## config.mk

```make
export PLATFORM = sky130hd
export DESIGN_NAME = riscv_test_monitor
export DESIGN_NICKNAME = d
export VERILOG_FILES = /design/src/rtl/riscv_test_monitor.sv
export SDC_FILE = /design/constraint.sdc
export NUM_CORES = 1
export LEC_CHECK = 0
export CORE_UTILIZATION = 46
export DETAILED_ROUTE_END_ITERATION = 10
export PLACE_DENSITY = 0.76
export SYNTH_ARGS = -nofsm -noshare
export SYNTH_HDL_FRONTEND = slang
export SYNTH_SLANG_ARGS = --single-unit
export TNS_END_PERCENT = 100
```

## constraint.sdc

```tcl
create_clock -name clk -period 2.5 [get_ports clk]
set_clock_uncertainty 0.1 [all_clocks]
set_input_delay 0.25 -clock clk [delete_from_list [all_inputs] [get_ports clk]]
set_output_delay 0.25 -clock clk [all_outputs]
set_load 0.1 [all_outputs]
```

## src/rtl/riscv_test_monitor.sv

```systemverilog
// rtl/riscv_test_monitor.sv - end-of-test monitor snooping register-file write-back
//
// Tracks the test-convention registers (end flag, result, test number) from the
// write-back port and runs a cycle watchdog, presenting sticky completion status.
//
// Ports:
//   clk, rst        core clock, synchronous active-high reset
//   wb_en           register-file write enable (same cycle as the core's write)
//   wb_addr         destination register index
//   wb_data         write data
//   done            test finished (pass, fail or timeout), sticky
//   pass / fail     verdict from the result register, sticky
//   timeout         watchdog expired before the end flag, sticky
//   fail_testnum    test-number shadow frozen at completion
//   cycle_count     cycles spent in RUN, frozen at completion
module riscv_test_monitor #(
    parameter int CPU_WIDTH      = 32,
    parameter int TIMEOUT_CYCLES = 50000,
    parameter int END_REG        = 26,
    parameter int RESULT_REG     = 27,
    parameter int TESTNUM_REG    = 3
) (
    input  logic                 clk,
    input  logic                 rst,
    input  logic                 wb_en,
    input  logic [4:0]           wb_addr,
    input  logic [CPU_WIDTH-1:0] wb_data,
    output logic                 done,
    output logic                 pass,
    output logic                 fail,
    output logic                 timeout,
    output logic [CPU_WIDTH-1:0] fail_testnum,
    output logic [31:0]          cycle_count
);

    localparam logic [4:0]  END_IDX  = 5'(END_REG);
    localparam logic [4:0]  RES_IDX  = 5'(RESULT_REG);
    localparam logic [4:0]  TNUM_IDX = 5'(TESTNUM_REG);
    localparam logic [31:0] TERM_CNT = 32'(TIMEOUT_CYCLES - 1);
    localparam logic [CPU_WIDTH-1:0] ONE = CPU_WIDTH'(1);

    typedef enum logic [1:0] {RUN, SETTLE, DONE_ST} state_e;

    state_e state_q, state_d;

    logic [CPU_WIDTH-1:0] sh_end_q, sh_end_d;
    logic [CPU_WIDTH-1:0] sh_res_q, sh_res_d;
    logic [CPU_WIDTH-1:0] sh_tnum_q, sh_tnum_d;

    logic done_q, done_d, pass_q, pass_d, fail_q, fail_d, timeout_q, timeout_d;
    logic [CPU_WIDTH-1:0] fail_testnum_q, fail_testnum_d;
    logic [31:0]          cycle_count_q, cycle_count_d;

    // x0 is never a real destination, so index 0 matches nothing even if a
    // parameter is set to 0. Aliased parameters each load independently.
    logic wr_valid, ld_end, ld_res, ld_tnum, end_hit, term_hit;
    logic [CPU_WIDTH-1:0] res_fwd, tnum_fwd;

    always_comb begin
        wr_valid  = wb_en && (wb_addr != 5'd0);
        ld_end    = wr_valid && (wb_addr == END_IDX);
        ld_res    = wr_valid && (wb_addr == RES_IDX);
        ld_tnum   = wr_valid && (wb_addr == TNUM_IDX);
        sh_end_d  = ld_end  ? wb_data : sh_end_q;
        sh_res_d  = ld_res  ? wb_data : sh_res_q;
        sh_tnum_d = ld_tnum ? wb_data : sh_tnum_q;
        // Only a write of exactly 1 ends the test; other values just update the shadow.
        end_hit   = ld_end && (sh_end_d == ONE);
        term_hit  = (cycle_count_q == TERM_CNT);
        // A write landing in SETTLE is forwarded so a trailing result still counts.
        res_fwd   = sh_res_d;
        tnum_fwd  = sh_tnum_d;
    end

    always_ff @(posedge clk) begin
        if (rst) begin
            sh_end_q  <= '0;
            sh_res_q  <= '0;
            sh_tnum_q <= '0;
        end else begin
            sh_end_q  <= sh_end_d;
            sh_res_q  <= sh_res_d;
            sh_tnum_q <= sh_tnum_d;
        end
    end

    // State and registered outputs
    always_ff @(posedge clk) begin
        if (rst) begin
            state_q        <= RUN;
            done_q         <= 1'b0;
            pass_q         <= 1'b0;
            fail_q         <= 1'b0;
            timeout_q      <= 1'b0;
            fail_testnum_q <= '0;
            cycle_count_q  <= '0;
        end else begin
            state_q        <= state_d;
            done_q         <= done_d;
            pass_q         <= pass_d;
            fail_q         <= fail_d;
            timeout_q      <= timeout_d;
            fail_testnum_q <= fail_testnum_d;
            cycle_count_q  <= cycle_count_d;
        end
    end

    // Next state; the end write takes priority over the watchdog terminal count.
    always_comb begin
        state_d = state_q;
        case (state_q)
            RUN: begin
                if (end_hit)       state_d = SETTLE;
                else if (term_hit) state_d = DONE_ST;
            end
            SETTLE:  state_d = DONE_ST;
            DONE_ST: state_d = DONE_ST;
            default: state_d = RUN;
        endcase
    end

    // Next values of the registered outputs
    always_comb begin
        done_d         = done_q;
        pass_d         = pass_q;
        fail_d         = fail_q;
        timeout_d      = timeout_q;
        fail_testnum_d = fail_testnum_q;
        cycle_count_d  = cycle_count_q;
        case (state_q)
            RUN: begin
                if (!end_hit && term_hit) begin
                    done_d         = 1'b1;
                    timeout_d      = 1'b1;
                    fail_testnum_d = tnum_fwd;
                end else if (cycle_count_q != 32'hFFFF_FFFF) begin
                    cycle_count_d = cycle_count_q + 32'd1;
                end
            end
            SETTLE: begin
                done_d         = 1'b1;
                pass_d         = (res_fwd == ONE);
                fail_d         = (res_fwd != ONE);
                fail_testnum_d = tnum_fwd;
            end
            default: ;
        endcase
    end

    assign done         = done_q;
    assign pass         = pass_q;
    assign fail         = fail_q;
    assign timeout      = timeout_q;
    assign fail_testnum = fail_testnum_q;
    assign cycle_count  = cycle_count_q;

endmodule

```

Yosys cells after proc, flatten, opt, wreduce, memory -nomap -nowiden

Index checks and enable logic that the tools add are counted.

Equal/unequal tests: 12
Bitwise operators: 1
Reduce and logical (&&, ||, !) cells: 14
Mux-type cells: 10
$add $sub $neg: 1

Operators with widths:

| operator                                                          | count |
|---|---|
| 32-bit 2-to-1 mux                                                 | 4 |
| 32-bit by 1-bit == test with 1-bit output, second input constant  | 2 |
| 32-bit one-hot mux with 2 select lines                            | 1 |
| 32-bit by 1-bit adder with 32-bit output, second input constant   | 1 |
| 32-bit by 16-bit == test with 1-bit output, second input constant | 1 |
| 32-bit by 1-bit != test with 1-bit output, second input constant  | 1 |
| 32-bit != test, second input constant                             | 1 |
| 5-bit == test, second input constant                              | 2 |
| 1-bit logical AND                                                 | 6 |
| 5-bit by 2-bit == test with 1-bit output, second input constant   | 1 |
| 5-bit nonzero test                                                | 1 |
| 2-bit 2-to-1 mux                                                  | 2 |
| 2-bit one-hot mux with 2 select lines                             | 1 |
| 2-bit AND reduction                                               | 2 |
| 3-bit != test, second input constant                              | 1 |
| 3-bit AND reduction                                               | 1 |
| 2-bit by 1-bit == test with 1-bit output, second input constant   | 1 |
| 2-bit == test, second input constant                              | 1 |
| 2-bit zero test                                                   | 1 |
| 2-bit != test, second input constant                              | 1 |
| 1-bit one-hot mux with 2 select lines                             | 1 |
| 2-bit nonzero test                                                | 1 |
| 2-bit OR reduction                                                | 1 |
| 1-bit zero test                                                   | 1 |
| other kinds (2)                                                   | 2 |

Output and inout port bits: 68
Bits in registers: 166
Input port bits: 40

Longest topological paths before layout

Gate-level depths: netlist of the first run.

Depth after elaboration: 10
Depth in mapped cells: 9

Worst setup path after synthesis of the first run

OpenSTA, ideal clock, no wires.

Path kind: reg-to-reg
Start: register cycle_count_q[0] (netlist: cycle_count[0])
End: register cycle_count_q[20] (netlist: cycle_count[20])
Cell stages (with the launch flop): 7
Arrival: 2924 ps
Setup time: 59 ps
Clock period less this slack: 3084 ps
Setup slack: -584 ps
Data required time: 2341 ps
Path buffers: 0
Cell sequence: dfxtp_1 > ha_1 > nand4_4 > or4_4 > or4_1 > or4_1 > nand2_1

Word-level cells in the longest chain between the ends: 4
Elaborated cells between the ends (all ways): 6
Those cells by class: add/sub: 1; eq/ne: 2; bitwise: 1; reduce/logical: 2

RTL lines:

| element                                                                          | line | source |
|---|---|---|
| start: declaration                                                               | 52   | `logic [31:0] cycle_count_q, cycle_count_d;` |
| start signal: assignment                                                         | 104  | `cycle_count_q <= cycle_count_d;` |
| branches (longest 4 deep; another with 32-bit by 1-bit adder with 32-bit output) | n/a  |  |

Several ways; the timed one is not identified.
A chain may end at the register's enable or synchronous reset.

Worst setup path in the final report of the first run

Start: register cycle_count_q[22] (netlist: cycle_count[22])
End: register fail_testnum_q[9] (netlist: fail_testnum[9])

Word-level cells in the longest chain between the ends: 4

RTL lines:

| element                                    | line | source |
|---|---|---|
| 32-bit by 16-bit == test with 1-bit output | 69   | `term_hit = (cycle_count_q == TERM_CNT);` |
| 1-bit logical AND                          | 132  | `if (!end_hit && term_hit) begin` |
| 2-bit != test (no line)                    | n/a  |  |
| 2-bit AND reduction (no line)              | n/a  |  |
| end signal: assignment                     | 103  | `fail_testnum_q <= fail_testnum_d;` |
| end: declaration                           | 51   | `logic [CPU_WIDTH-1:0] fail_testnum_q, fail_testnum_d;` |

Every way passes these cells.

==> results of run 1 <==
-- cell type report --
type	count	share of cell area, %
Tap cell	147	2.40
Clock inverter	15	1.88
Inverter	10	0.490
Timing Repair Buffer	158	17.4
Multi-Input combinational cell	431	36.7
Clock buffer	17	5.56
Sequential cell	134	35.6
-- metal layers --
| metal | GRT usage, % | part of all wire (%) | up-vias |
|---|---|---|---|
| met4 | 6.67 | 0.95 | 0 |
| met2 | 37.5 | 49 | 117 |
| met1 | 27.4 | 45 | 2412 |
| li1 | - | - | 2473 |
| met3 | 5.78 | 4.8 | 16 |
| met5 | 0 | 0 | - |
-- placed cells by master, fill, tap and decap left out, drive strengths merged, types with 13 or more instances in the layout --
cell type	synthesis	routed
a21oi	41	41
buf	11	120
clkbuf	31	17
clkdlybuf4s50	0	38
dfxtp	134	134
inv	10	16
mux2i	33	33
nand2	77	77
nand3	14	14
nand3b	33	33
nor2	62	62
nor3	18	18
nor4	26	26
o31ai	34	34
xnor2	13	13
-- cells by family (layout without fill, tap and decap cells) --
kind of cell / Yosys count / count (layout) / synth area share, %
muxes: 37 / 37 / 6.61
xor gates and xnor gates: 18 / 18 / 2.77
AOI/OAI and AO/OA: 89 / 89 / 11.2
and+or+nand+nor: 283 / 283 / 27.3
DFF: 134 / 134 / 47.2
buffers and inverters: 52 / 200 / 4.05
adders and majority gates: 4 / 4 / 0.881
-- state kept, by name, summed over array words and instances (netlist names) --
signal / count
sh_tnum_q: 32
state_q: 2
cycle_count: 32
fail_testnum: 32
pass: 1
timeout: 1
done: 1
sh_res_q: 32
fail: 1
-- per-stage QoR --
step	cells	area (um2)	setup WS (ps)
2_1_floorplan	617	5730	-24.4
4_1_cts	912	7640	15.9
5_1_grt	912	7660	20.1
3_5_place_dp	880	7080	-190
3_3_place_gp	880	7080	-90.7
6_report	912	7660	110
-- worst paths after layout --
check | end | cells past startpoint
hold reg to reg | done | 2
hold / removal | sh_tnum_q[28] | 2
setup reg to reg | fail_testnum[9] | 8
setup / recovery | fail_testnum[9] | 8
-- what timing repair did --
item / in CTS / in global routing
gates resized for setup: 0 / 2
setup endpoints to repair: 0 / 22
hold buffers: 0 / 0
-- worst max-delay path, cell delays in order (launching register included) --
cell and delay (ps):
sky130_fd_sc_hd__dfxtp_2 340, sky130_fd_sc_hd__or4_1 550, sky130_fd_sc_hd__nor4_2 310, sky130_fd_sc_hd__and4_4 280, sky130_fd_sc_hd__buf_4 140, sky130_fd_sc_hd__a31oi_4 120
sky130_fd_sc_hd__buf_12 190, sky130_fd_sc_hd__nand3b_1 110, sky130_fd_sc_hd__o31ai_1 80
-- report_power, final --
| part | internal [W] | switching, W | leakage, nW |
|---|---|---|---|
| logic | 0.000121 | 0.000134 | 1.45 |
| registers | 0.00215 | 0.00000910 | 1.10 |
| clock network | 0.00138 | 0.00100 | 0.256 |
==> insert_results.sql, run 1 <==
INSERT INTO impl_metrics (metric_group, metric, value, unit) VALUES
('status', 'outcome', 'finished, final reports clean', ''),
('cts', 'cts.repair_timing.setup_buffer_count', '0', ''),
('synthesis', 'leading_cell_type_by_number_of_instances_after_synthesis', 'sky130_fd_sc_hd__dfxtp_1', ''),
('setup_path', 'r2r_setup_slk', '110', 'ps'),
('synthesis', 'synth-seq-area-share', '47.2', '%'),
('die', 'floorplan.die.height', '113', 'um'),
('routing', 'detail_route.drc_violations', '0', ''),
('final_layout', 'final_core_util', '63.7', '%'),
('routing', 'totalWireLength', '13900', 'um'),
('die', 'rows', '40', ''),
('setup_path', 'reg2reg_from', 'cycle_count[22]', ''),
('synthesis', 'synthesis.area_per_instance', '9.21', 'um2'),
('timing', 'timing.slew.headroom', '45.8', '%'),
('synthesis', 'synth.ff_latch_count', '134', ''),
('synthesis', 'synthDominantCellAreaShare', '47.2', '%'),
('setup_path', 'path_class', 'reg -> reg', ''),
('final_layout', 'insertedDiodeCount', '0', ''),
('grt', 'antenna_found_initial', '0', ''),
('setup_path', 'crit_required', '2670', 'ps'),
('synthesis', 'synth-edff-count', '0', ''),
('cts', 'clock_latency', '420', 'ps'),
('final_layout', 'fin_nets', '796', ''),
('cts', 'clock_tree_from_tritoncts', 'yes', ''),
('timing', 'timing.final.max_slew_violations', '0', ''),
('timing', 'timing.setup.tns', '0', 'ps'),
('synthesis', 'postSynth.asyncResetShare', '0', '%'),
('grt', 'global_route.overflow_total', '0', ''),
('synthesis', 'syn-instance-count', '617', ''),
('routing', 'wire_per_inst', '15.2', 'um'),
('setup_path', 'worstPathMaxFanout', '40', ''),
('final_layout', 'final.fill_count', '1001', ''),
('timing', 'report.final.setup_viol', '0', ''),
('routing', 'ant_nets', '0', ''),
('timing', 'maxClockFrequency', '418', 'MHz'),
('synthesis', 'post_synth_most_frequent_cells', 'sky130_fd_sc_hd__dfxtp_1 (134), sky130_fd_sc_hd__nand2_1 (77), sky130_fd_sc_hd__nor2_1 (62)', ''),
('placed_design', 'detailedPlacementHpwl', '9600', 'um'),
('die', 'core_region_area', '0.0120', 'mm2'),
('synthesis', 'yosys_warnings', '0', ''),
('worst_hold_path', 'worstHoldStart', 'rst', ''),
('final_layout', 'area_delta_synth_final', '34.8', '%'),
('timing', 'report.final.hold_viol_count', '0', ''),
('routing', 'avgViaCountPerCell', '5.50', ''),
('flow_run', 'cap_viol_max_count', '0', ''),
('pwr', 'power.total', '0.00480', 'W'),
('synthesis', 'postSynthNetCount', '661', ''),
('pwr', 'total_leakage_power', '2.80', 'nW'),
('routing', 'dr_total_vias', '5018', ''),
('synthesis', 'netlist_top_cells_area', 'sky130_fd_sc_hd__dfxtp_1 (47%), sky130_fd_sc_hd__mux2i_1 (5.8%), sky130_fd_sc_hd__nand2_1 (5.1%)', ''),
('cts', 'cts_root_buffer', 'sky130_fd_sc_hd__clkbuf_16', ''),
('die', 'chipWidth', '113', 'um'),
('timing', 'timing.hold.ws', '293', 'ps'),
('setup_path', 'crit_path_start', 'cycle_count[22]', ''),
('synthesis', 'synth.largest_area_cell', 'sky130_fd_sc_hd__dfxtp_1', ''),
('cts', 'tritoncts_num_sinks', '134', ''),
('final_layout', 'multi_input_gate_area_in_the_final_layout', '0.00281', 'mm2'),
('synthesis', 'synth_cell_type_count', '48', ''),
('die', 'design.portCount', '108', ''),
('cts', 'htreeDepth', '4', ''),
('timing', 'tightestPinTransition', '813', 'ps'),
('final_layout', 'layout-drive-gt1-share', '29.4', '%'),
('setup_path', 'crit_path_end_kind', 'flop', ''),
('placed_design', 'place.port_buffers', '107', ''),
('grt', 'vias_in_the_first_global_route', '4694', ''),
('setup_path', 'cp.arrival', '2560', 'ps'),
('routing', 'initialDrtViolationCount', '255', ''),
('timing', 'grt_setup_unrepaired', 'false', ''),
('pwr', 'ir_worst_vdd', '0.347', 'mV'),
('worst_hold_path', 'worstHoldPathType', 'in -> reg', ''),
('cts', 'cts_made_buffers', '17', ''),
('cts', 'clockBufferDepth', '2', ''),
('pwr', 'power_density', '627', 'mW/mm2');
Power figures use the tool's default switching activity.
==> run 2: changes to the inputs <==
Settings changed: CTS_CLUSTER_DIAMETER from default to 30.
==> results of run 2 <==
The final DEF is identical to that of run 1; final timing and power are the same.
